**config.mk**
```make
export PLATFORM = sky130hd
export DESIGN_NAME = toy_tage_tbl_arb
export DESIGN_NICKNAME = d
export VERILOG_FILES = /design/src/rtl/toy_tage_tbl_arb.sv
export SDC_FILE = /design/constraint.sdc
export NUM_CORES = 1
export LEC_CHECK = 0
export CORE_UTILIZATION = 42
export CTS_CLUSTER_DIAMETER = 150
export DETAILED_ROUTE_END_ITERATION = 16
export PLACE_DENSITY = 0.8
export SETUP_SLACK_MARGIN = 0.5
export SLEW_MARGIN = 20
export SYNTH_ARGS = -nofsm -noshare
export SYNTH_HDL_FRONTEND = slang
export SYNTH_SLANG_ARGS = --single-unit
```
**constraint.sdc**
```tcl
create_clock -name clk -period 2 [get_ports clk]
set_input_delay 0.2 -clock clk [delete_from_list [all_inputs] [get_ports clk]]
set_output_delay 0.2 -clock clk [all_outputs]
set_load 0.01 [all_outputs]
```
**src/rtl/toy_tage_tbl_arb.sv**
```systemverilog
// toy_tage_tbl_arb: single-port access controller for one TAGE table.
// Fetch lookups and buffered commit updates share the table port. Each
// update is a two-cycle read-modify-write of the entry's 2-bit counter.
// A starvation counter bounds how long lookups can hold off queued updates.
module toy_tage_tbl_arb #(
  parameter int ADDR_WIDTH   = 32,
  parameter int DATA_WIDTH   = 32,
  parameter int UPD_DEPTH    = 4,
  parameter int STARVE_LIMIT = 8
) (
  input  logic                  clk,
  input  logic                  rst_n,
  input  logic                  lkp_vld,
  output logic                  lkp_rdy,
  input  logic [ADDR_WIDTH-1:0] lkp_addr,
  output logic                  lkp_rsp_vld,
  output logic [DATA_WIDTH-1:0] lkp_rsp_data,
  input  logic                  upd_vld,
  output logic                  upd_rdy,
  input  logic [ADDR_WIDTH-1:0] upd_addr,
  input  logic                  upd_taken,
  output logic                  mem_en,
  output logic                  mem_wr_en,
  output logic [ADDR_WIDTH-1:0] mem_addr,
  output logic [DATA_WIDTH-1:0] mem_wr_data,
  input  logic [DATA_WIDTH-1:0] mem_rd_data
);

  localparam int PTR_W = $clog2(UPD_DEPTH);
  localparam int CNT_W = PTR_W + 1;
  localparam int SC_W  = $clog2(STARVE_LIMIT + 1);

  typedef enum logic {S_IDLE, S_UPD_WR} state_t;

  state_t                r_state, w_state_nxt;
  logic [ADDR_WIDTH-1:0] r_fifo_addr [UPD_DEPTH];
  logic [UPD_DEPTH-1:0]  r_fifo_taken;
  logic [PTR_W-1:0]      r_wptr, r_rptr;
  logic [CNT_W-1:0]      r_cnt;
  logic [SC_W-1:0]       r_starve;
  logic                  r_rsp_vld;

  logic                  w_empty, w_full, w_push, w_pop, w_starve_ok;
  logic                  w_lkp_go, w_upd_go;
  logic [ADDR_WIDTH-1:0] w_head_addr;
  logic                  w_head_taken;
  logic [1:0]            w_ctr, w_ctr_nxt;

  assign w_empty      = (r_cnt == '0);
  assign w_full       = (r_cnt == CNT_W'(UPD_DEPTH));
  assign w_push       = upd_vld && !w_full;
  assign w_pop        = (r_state == S_UPD_WR);
  assign w_starve_ok  = (r_starve < SC_W'(STARVE_LIMIT));
  assign w_head_addr  = r_fifo_addr[r_rptr];
  assign w_head_taken = r_fifo_taken[r_rptr];

  assign upd_rdy      = !w_full;
  assign lkp_rsp_vld  = r_rsp_vld;
  assign lkp_rsp_data = mem_rd_data;

  // Saturating counter step on the word read in the previous cycle
  assign w_ctr = mem_rd_data[1:0];
  always_comb begin
    w_ctr_nxt = w_ctr;
    if (w_head_taken) begin
      if (w_ctr != 2'd3) w_ctr_nxt = 2'(w_ctr + 2'd1);
    end else begin
      if (w_ctr != 2'd0) w_ctr_nxt = 2'(w_ctr - 2'd1);
    end
  end

  // Port arbitration and next state
  always_comb begin
    w_state_nxt = r_state;
    w_lkp_go    = 1'b0;
    w_upd_go    = 1'b0;
    lkp_rdy     = 1'b0;
    mem_en      = 1'b0;
    mem_wr_en   = 1'b0;
    mem_addr    = '0;
    mem_wr_data = '0;
    case (r_state)
      S_IDLE: begin
        lkp_rdy = w_empty || w_starve_ok;
        if (lkp_vld && (w_empty || w_starve_ok)) begin
          w_lkp_go = 1'b1;
          mem_en   = 1'b1;
          mem_addr = lkp_addr;
        end else if (!w_empty) begin
          w_upd_go    = 1'b1;
          lkp_rdy     = 1'b0;
          mem_en      = 1'b1;
          mem_addr    = w_head_addr;
          w_state_nxt = S_UPD_WR;
        end
      end
      S_UPD_WR: begin
        mem_en      = 1'b1;
        mem_wr_en   = 1'b1;
        mem_addr    = w_head_addr;
        mem_wr_data = {mem_rd_data[DATA_WIDTH-1:2], w_ctr_nxt};
        w_state_nxt = S_IDLE;
      end
      default: w_state_nxt = S_IDLE;
    endcase
    // A reset edge must not commit an in-flight table access
    if (!rst_n) begin
      mem_en    = 1'b0;
      mem_wr_en = 1'b0;
    end
  end

  // FSM state register
  always_ff @(posedge clk) begin
    if (!rst_n) r_state <= S_IDLE;
    else        r_state <= w_state_nxt;
  end

  // Update FIFO: pointers and occupancy; push and pop may coincide
  always_ff @(posedge clk) begin
    if (!rst_n) begin
      r_wptr <= '0;
      r_rptr <= '0;
      r_cnt  <= '0;
    end else begin
      if (w_push) r_wptr <= PTR_W'(r_wptr + 1'b1);
      if (w_pop)  r_rptr <= PTR_W'(r_rptr + 1'b1);
      if (w_push && !w_pop)      r_cnt <= CNT_W'(r_cnt + 1'b1);
      else if (w_pop && !w_push) r_cnt <= CNT_W'(r_cnt - 1'b1);
    end
  end

  // Update FIFO storage; contents need no reset, occupancy gates them
  always_ff @(posedge clk) begin
    if (w_push) begin
      r_fifo_addr[r_wptr]  <= upd_addr;
      r_fifo_taken[r_wptr] <= upd_taken;
    end
  end

  // Starvation counter: lookups granted while updates wait
  always_ff @(posedge clk) begin
    if (!rst_n || w_empty)          r_starve <= '0;
    else if (w_upd_go)              r_starve <= '0;
    else if (w_lkp_go && w_starve_ok) r_starve <= SC_W'(r_starve + 1'b1);
  end

  // Lookup response valid, one cycle after acceptance
  always_ff @(posedge clk) begin
    if (!rst_n) r_rsp_vld <= 1'b0;
    else        r_rsp_vld <= w_lkp_go;
  end

endmodule

```
======== Word-level counts from Yosys, hierarchy flattened ========
Memories as Yosys holds them, arrays and structs flattened. A register that Yosys moved wholly into a read port is not among the register bits.
Cells that the tools add are included.
word-level totals
  bits in registers ....................... 17
  bits in latches ......................... 0
  RAM bits ................................ 128
  ROM bits ................................ 0
  bits of input ports ..................... 101
  output and inout port bits .............. 101
  word-level logic and storage cells ...... 70
  memories kept ........................... 1
memories
  name         words  bits a word  rd ports  clocked after memory_dff  write ports  RTL line  text
  r_fifo_addr  4      32           1         1                         1            36        logic [ADDR_WIDTH-1:0] r_fifo_addr [UPD_DEPTH];
cells by class
  $add $sub $neg .......................... 7
  $mul .................................... 0
  div/mod/pow operators ................... 0
  $lt $le $gt $ge ......................... 4
  equal/unequal tests ..................... 2
  shifts and indexed selects .............. 0
  multiplexer cells ....................... 32
  bitwise logic cells ..................... 1
  reduce and logical (&&, ||, !) cells .... 16
operators by type and width
  operator                                                               count
  32-bit 2-to-1 mux                                                      3
  32-bit one-hot mux with 2 select lines                                 1
  1-bit 2-to-1 mux                                                       16
  2-bit 2-to-1 mux                                                       5
  2-bit by 1-bit adder with 2-bit output, second input constant          3
  1-bit logical AND                                                      6
  2-bit by 3-bit < comparator with 1-bit output, second input constant   2
  3-bit 2-to-1 mux                                                       2
  4-bit by 1-bit adder with 4-bit output, second input constant          1
  4-bit bitwise mux                                                      1
  1-bit logical NOT                                                      4
  4-bit < comparator, second input constant                              1
  1-bit one-hot mux with 2 select lines                                  2
  2-bit nonzero test                                                     2
  3-bit by 1-bit adder with 3-bit output, second input constant          1
  3-bit == test, second input constant                                   1
  3-bit logical NOT                                                      1
  3-bit by 1-bit subtractor with 3-bit output, second input constant     1
  1-bit binary-select mux with 2-bit select                              1
  1-bit demux with 2-bit select                                          1
  2-bit by 1-bit >= comparator with 1-bit output, second input constant  1
  1-bit logical OR                                                       2
  2-bit inequality test, second input constant                           1
  2-bit OR reduction                                                     1
  2 further kinds                                                        2

======== Logic depth before layout (Yosys ltp) ========
Gate-level depths: netlist of the first run.
  word-level depth ........................ 7
  depth in mapped cells ................... 8
  depth with buffers taken out ............ 8

======== Worst setup path after synthesis of the first run ========
No wires, ideal clock.
  path kind ............................... reg2reg
  start ................................... register r_state
  end ..................................... register r_cnt[2]
  library setup time ...................... 72 ps
  data arrival time ....................... 1940 ps
  required time ........................... 1928 ps
  slack ................................... -12 ps
  cell stages (with the launch flop) ...... 9
  buffers on the path ..................... 1
  clock period less this slack ............ 2012 ps
  cell sequence ........................... dfxtp_1 > clkbuf_1 > inv_1 > ha_1 > inv_1 > fa_1 > xor2_1 > or3_2 > a21oi_1
between the ends
  word-level cells in the longest chain between the ends .. 3
  elaborated cells on any way between the ends .. 5
  classes of those cells .................. mux: 1; reduce/logical: 4
RTL lines
  what                                                           RTL line  text
  from (decl)                                                    35        state_t r_state, w_state_nxt;
  from (signal assigned)                                         116       else r_state <= w_state_nxt;
  1-bit logical NOT                                              128       if (w_push && !w_pop) r_cnt <= CNT_W'(r_cnt + 1'b1);
  1-bit logical AND                                              128
  3-bit 2-to-1 mux / 2-bit nonzero test (equally long branches)  n/a
  to (signal assigned)                                           128
  to (signal assigned)                                           129       else if (w_pop && !w_push) r_cnt <= CNT_W'(r_cnt - 1'b1);
  to (decl)                                                      39        logic [CNT_W-1:0] r_cnt;
Several ways; a longest one is shown, not always the timed one.
A chain may end at the register's enable or synchronous reset.

======== Worst setup path in the final report of the first run ========
  start ................................... register r_cnt[1]
  end ..................................... output mem_addr[30]
between the ends
  word-level cells in the longest chain between the ends .. 5
  elaborated cells on any way between the ends .. 6
  classes of those cells .................. mux: 3; reduce/logical: 3
RTL lines
  what                                      RTL line  text
  3-bit logical NOT *                       49        assign w_empty = (r_cnt == '0);
  1-bit logical OR                          85        if (lkp_vld && (w_empty || w_starve_ok)) begin
  1-bit logical AND                         85
  32-bit 2-to-1 mux *                       85
  32-bit one-hot mux with 2 select lines *  82        case (r_state)
  to (decl)                                 24        output logic [ADDR_WIDTH-1:0] mem_addr,
Mark *: on every way between the ends. The rest lies on a longest branch, timed or not.

==> results.py, run 1 <==
metrics = {
    "run_status": {
        "status": "finished, violations left",
        "violations": "negative setup slack",
    },
    "floorplan": {
        "die_h_um": 125,
        "floorplan.core_area_mm2": 0.0146,
        "dieWidth_um": 125,
        "boundaryPins": 202,
        "fp-row-count": 44,
        "start_util_pct": 43.3,
        "dieArea_mm2": 0.0155,
    },
    "finish": {
        "area_delta_synth_final_pct": 65.0,
        "final_util_pct": 71.5,
        "finalNonFillerCells": 833,
        "antenna-diode-count": 0,
        "drive_above_1_share_pct": 45.0,
        "nFillCells": 874,
        "nNetsFinal": 744,
    },
    "detailed_routing": {
        "drtIter0Drc": 346,
        "vias": 4373,
        "viasPerCell": 5.25,
        "wl_per_cell_um": 22.0,
        "totalWireLength_um": 18300,
        "antenna_left": 0,
        "drc": 0,
        "dr.pass1.iters": 4,
    },
    "timing": {
        "maxSlewHeadroom_pct": 73.6,
        "worst_slack_ps": -294,
        "setup_violations": 34,
        "rsz0062_at_grt": "yes",
        "max_freq_mhz": 436,
        "worst_slew_pin_slew_ps": 397,
        "period_minus_slack_ps": 2290,
        "period_share_pct": 115,
        "drv_slew": 0,
        "hold_viol_final": 0,
        "skew_ps": 7.33,
    },
    "worst_setup_path": {
        "r2r_end": "r_cnt[2]$_SDFFE_PN0P_",
        "crit_arrival_ps": 2090,
        "regToRegSetupSlack_ps": -10,
        "cp-end-kind": "output pin",
        "path_max_fanout": 5,
        "crit_type": "register to output pin",
        "reg2reg_from": "r_cnt[2]$_SDFFE_PN0P_",
        "cp_cell_sequence": "or3_4 -> buf_12 -> buf_4 -> a21o_4 -> a22o_4 -> buf_6",
        "cp_slowest_cell": "or3_4",
        "cp_data_required_time_ps": 1800,
        "rr_worst_depth": 10,
        "crit_path_start_kind": "register",
        "critPathMaxStageDelay_ps": 400,
    },
    "clock_network": {
        "h-tree-depth": 4,
        "insertion_delay_ps": 420,
        "clock-sinks": 147,
        "path_clk_slew_ps": 70,
        "cts_made_buffers": 17,
        "cts.root.buffer_cell": "clkbuf_16",
        "cts_max_path_buffers": 2,
        "cts_tree": "done",
        "cts_hold_buf": 0,
    },
    "global_route": {
        "grt_pass1_wl_um": 27200,
        "grt-ovfl-total": 0,
        "grt_pass1_vias": 4603,
        "grt_start_max_net_pins": 22,
        "antenna_found_initial": 0,
        "grt_usage_pct": 23.9,
    },
    "synthesis": {
        "yosysWarnings": 0,
        "synth_top_area_share_pct": 62.7,
        "synth_fp_nets": 474,
        "synthTopCellsByArea": "edfxtp_1 (63%), mux4_2 (12%), dfxtp_1 (4.8%)",
        "syn_area_mm2": 0.00632,
        "synth_cells": 366,
        "ys.flop_type": "edfxtp_1",
        "synth_seq_area_share_pct": 67.5,
        "yosys.area.top_type": "edfxtp_1",
        "synth_edf_count": 132,
        "yosysUniqueCellTypes": 32,
        "postSynth.asyncResetShare_pct": 0,
        "post_synth.cell_area_avg_um2": 17.3,
        "yosys.cell_count.top_type": "edfxtp_1",
        "synth-seq-cells": 147,
        "synth_common_cells": "edfxtp_1 (132), buf_4 (35), mux4_2 (33)",
    },
    "power": {
        "power_uw": 11200,
        "power_density_mw_per_mm2": 1080,
        "ir_worst_vdd_v": 0.000732,
        "leakage_uw": 0.00394,
    },
    "placed_design": {
        "portBuffers": 201,
        "hpwl_um": 10300,
        "dp.cells": 729,
        "place.gp.congestion": 0.874,
    },
    "hold_path": {
        "min_to": "r_fifo_addr[0][27]$_DFFE_PP_",
        "hold_class": "input pin to register",
        "hold_path.startpoint": "upd_addr[27]",
        "whs_path_depth": 1,
    },
    "run": {
        "cap_violations": 0,
    },
}
==> critical path, delay by kind of cell (launching register included) <==
kind / cells / cell delay, ps
AO/OA/AOI/OAI: 2 / 530
buffers and inverters: 3 / 410
flip-flops: 1 / 340
AND/OR/NAND/NOR: 1 / 400
==> report_power, final <==
group | leakage (uW) | total [uW] | switching (uW) | internal, uW
Combinational | 0.00233 | 4380 | 1850 | 2530
Sequential | 0.00134 | 3810 | 116 | 3700
Clock | 0.000269 | 3040 | 1390 | 1650
Total | 0.00394 | 11200 | 3360 | 7880
==> per-layer routing <==
metal	routed length, um	up-vias	global-route usage, %
li1	-	1968	-
met1	6740	2183	27.2
met2	9920	192	42.4
met3	1110	30	6.01
met4	538	0	9.78
met5	0	-	0
==> sequential cells by signal, summed over array words and instances (netlist names), named ones only <==
register,cells
lkp_rsp_vld,1
r_fifo_taken,4
r_state,1
r_cnt,3
r_wptr,2
r_starve,4
r_fifo_addr,128
r_rptr,2
==> through the flow <==
step	TNS (ps)	hold slack (ps)	setup WS [ps]	area, um2
6_report	-7760	421	-294	10400
5_1_grt	-10060	416	-356	10400
4_1_cts	-7390	404	-278	10100
3_5_place_dp	-4280	479	-159	8590
3_3_place_gp	-3250	465	-114	8590
2_1_floorplan	0	299	206	6400
==> cell usage in the layout, fill, tap and decap left out, drive strengths merged <==
cell type	n
fa	1
nor2b	2
o21ai	6
nand2	8
dfxtp	15
edfxtp	132
a22o	32
clkinvlp	3
and3	4
xnor2	1
a21o	4
mux4	33
ha	6
nor2	8
nor3	2
mux2i	1
nand2b	2
xor2	3
nor3b	2
buf	161
a21oi	10
dlymetal6s2s	5
and2	31
or3	4
clkbuf	21
inv	15
clkdlybuf4s50	128
clkinv	5
nand3	4
==> cell type report <==
type                            instances  area, um2  share of cell area (%)
Sequential cell                       147       4280                    41.1
Tap cell                              184        230                    2.21
Multi-Input combinational cell        164       1890                    18.1
Inverter                                9       43.8                   0.420
Clock inverter                         14        141                    1.36
Clock buffer                           18        429                    4.12
Timing Repair Buffer                  297       3410                    32.7
==> how the worst max path moves through the flow <==
stage	start	endpoint	slack, ps	depth (start not counted)
after floorplan	r_cnt[2]$_SDFFE_PN0P_	r_cnt[2]$_SDFFE_PN0P_	210	8
after global placement	lkp_vld	mem_addr[2]	-110	6
after detailed placement	lkp_vld	mem_addr[4]	-160	6
after CTS	r_cnt[1]$_SDFFE_PN0P_	mem_addr[5]	-280	8
after global routing	r_cnt[1]$_SDFFE_PN0P_	mem_addr[3]	-360	8
final	r_cnt[1]$_SDFFE_PN0P_	mem_addr[30]	-290	6
==> repair_timing <==
action,4_1_cts,5_1_grt
gates cloned,14,4
resized for setup,375,44
buffers inserted,45,9
setup endpoints to repair,186,209
pin swaps,29,9
==> cell families after synthesis <==
group | Yosys count | share of synthesized area (%)
and+or+nand+nor | 67 | 6.02
DFF | 147 | 67.5
adders and majority gates | 7 | 1.50
muxes | 34 | 11.9
AOI/OAI and AO/OA | 49 | 6.18
buffers and inverters | 58 | 6.36
xor gates and xnor gates | 4 | 0.554
Power figures use the tool's default switching activity.
==> run 2: changes to the inputs <==
--- a/config.mk
+++ b/config.mk
@@ -6,6 +6,7 @@
 export NUM_CORES = 1
 export LEC_CHECK = 0
 export CORE_UTILIZATION = 42
+export CTS_BUF_LIST = sky130_fd_sc_hd__clkbuf_16
 export CTS_CLUSTER_DIAMETER = 150
 export DETAILED_ROUTE_END_ITERATION = 16
 export PLACE_DENSITY = 0.8
==> run 2 against run 1 <==
- the run still ends with negative setup slack left
- combinational power about the same
- clock-buffer cell count decreased by 1
- die area unchanged
- wire length about the same
==> results.py, run 2 (synthesized netlist as in run 1, its figures left out) <==
metrics = {
    "run_status": {
        "status": "finished, violations left",
        "violations": "negative setup slack",
    },
    "clock_network": {
        "cts_tree": "done",
        "insertion_delay_ps": 410,
        "h-tree-depth": 4,
        "clock-sinks": 147,
        "cts_max_path_buffers": 2,
        "path_clk_slew_ps": 70,
        "cts_made_buffers": 17,
        "cts.root.buffer_cell": "clkbuf_16",
    },
    "floorplan": {
        "start_util_pct": 43.3,
        "fp-row-count": 44,
        "dieWidth_um": 125,
        "die_h_um": 125,
        "floorplan.core_area_mm2": 0.0146,
        "boundaryPins": 202,
        "dieArea_mm2": 0.0155,
    },
    "finish": {
        "nFillCells": 874,
        "antenna-diode-count": 0,
        "reg.largest.list": "r_fifo_addr x128, r_fifo_taken x4, r_starve x4",
        "drive_above_1_share_pct": 45.0,
        "layout_commonest_cell": "edfxtp_1",
        "nNetsFinal": 744,
        "largest_reg_flops": 128,
        "fin_area_mm2": 0.0104,
        "regMostFlops": "r_fifo_addr",
        "area_delta_synth_final_pct": 65.0,
        "layout_common_cells": "edfxtp_1 (132), clkdlybuf4s50_1 (128), buf_6 (58)",
    },
    "hold_path": {
        "whs_path_depth": 1,
        "hold_class": "input pin to register",
        "min_to": "r_fifo_addr[1][2]$_DFFE_PP_",
        "hold_path.startpoint": "upd_addr[2]",
    },
    "power": {
        "leakage_uw": 0.00394,
        "p_clk_share_pct": 27.0,
        "ir_worst_vdd_v": 0.000729,
        "p_switching_uw": 3350,
        "comb_power_share_pct": 39.0,
        "internal-power_uw": 7870,
        "power_density_mw_per_mm2": 1080,
        "pwr-share-seq_pct": 34.0,
        "swShare_pct": 29.9,
    },
    "timing": {
        "rsz0062_at_grt": "yes",
        "max_freq_mhz": 436,
        "hold_viol_final": 0,
        "period_minus_slack_ps": 2290,
        "worst_slack_ps": -295,
        "worst_slew_pin_slew_ps": 397,
        "fin_tns_setup_ps": -7790,
        "maxSlewHeadroom_pct": 73.6,
        "drv_slew": 0,
        "skew_ps": 7.14,
        "period_share_pct": 115,
        "setup_violations": 34,
    },
    "worst_setup_path": {
        "regToRegSetupSlack_ps": -10,
        "crit_type": "register to output pin",
        "reg2reg_from": "r_cnt[2]$_SDFFE_PN0P_",
        "path_max_fanout": 5,
        "cp_data_required_time_ps": 1800,
        "r2r_end": "r_cnt[2]$_SDFFE_PN0P_",
        "rr_worst_depth": 10,
        "crit_path_start_kind": "register",
        "crit_arrival_ps": 2090,
        "cp-end-kind": "output pin",
    },
    "global_route": {
        "grt_usage_pct": 23.9,
        "grt_start_max_net_pins": 22,
        "antenna_found_initial": 0,
        "grt_pass1_wl_um": 27200,
        "grt_use_met3_pct": 6.01,
        "grt-ovfl-total": 0,
        "grt-busiest-layer": "met2",
        "grt_util_met1_pct": 27.2,
        "gr-usage-met2_pct": 42.4,
        "grt_pass1_vias": 4601,
    },
    "detailed_routing": {
        "viasPerCell": 5.25,
        "totalWireLength_um": 18300,
        "wl_per_cell_um": 22.0,
        "drtIter0Drc": 346,
        "dr.pass1.iters": 4,
        "drc": 0,
        "antenna_left": 0,
        "vias": 4372,
    },
    "placed_design": {
        "place.gp.congestion": 0.874,
        "portBuffers": 201,
        "hpwl_um": 10300,
        "place_area_mm2": 0.00859,
    },
    "run": {
        "cap_violations": 0,
    },
}
==> run 2: changes by cell type in the layout (fill, tap and decap cells not counted) <==
cell      delta
clkbuf_1     -1
inv_1        +1
==> run 2: worst max path at each step <==
stage,start,end,slack [ps]
floorplan,r_cnt[2]$_SDFFE_PN0P_,r_cnt[2]$_SDFFE_PN0P_,210
global placement,lkp_vld,mem_addr[2],-110
detailed placement,lkp_vld,mem_addr[4],-160
CTS,r_cnt[1]$_SDFFE_PN0P_,mem_addr[5],-280
global route,r_cnt[1]$_SDFFE_PN0P_,mem_addr[3],-360
finish,r_cnt[1]$_SDFFE_PN0P_,mem_addr[30],-290
==> run 2: timing repair <==
item / in CTS / in global routing
setup endpoints to repair: 186 / 209
gates resized for setup: 375 / 44
gates cloned: 14 / 4
buffers inserted: 45 / 9
pin swaps: 29 / 9
hold buffers: 0 / 0
==> run 2: routing by layer <==
metal	vias up	wire length [um]
met5	-	0
met4	0	513
met3	26	1110
met2	197	9950
met1	2180	6740
li1	1969	-
==> run 2: area by class of cell <==
| cell class | count | area (um2) | share of cell area (%) |
|---|---|---|---|
| clock buffer | 17 | 425 | 4.08 |
| inverter | 9 | 43.8 | 0.420 |
| sequential | 147 | 4280 | 41.1 |
| tap | 184 | 230 | 2.21 |
| multi-input combinational | 164 | 1890 | 18.1 |
| timing repair buffer | 297 | 3410 | 32.7 |
| clock inverter | 15 | 145 | 1.39 |
==> run 2: worst max-delay path: stages (launching register included) <==
cell and delay (ps):
dfxtp_4 340, or3_4 400, buf_12 140, buf_4 150
a21o_4 270, a22o_4 260, buf_6 120
==> run 2: per-stage QoR <==
| step | total power, uW | setup WS (ps) | cells | utilization, % | hold WS [ps] |
|---|---|---|---|---|---|
| after global routing | 11600 | -356 | 833 | 71.5 | 416 |
| after CTS | 10900 | -278 | 820 | 69.0 | 404 |
| final | 11200 | -295 | 833 | 71.5 | 421 |
| after floorplan | 5520 | 206 | 366 | - | 299 |
| after global placement | 6800 | -114 | 729 | 58.9 | 465 |
| after detailed placement | 6890 | -159 | 729 | 58.9 | 479 |
==> run 2: power by group through the flow <==
stage	registers, uW	clock network (uW)	logic (uW)
6_report	3810	3040	4380
5_1_grt	3840	3200	4600
4_1_cts	3810	3040	4040
3_5_place_dp	3870	0	3030
3_3_place_gp	3840	0	2960
2_1_floorplan	3850	0	1670
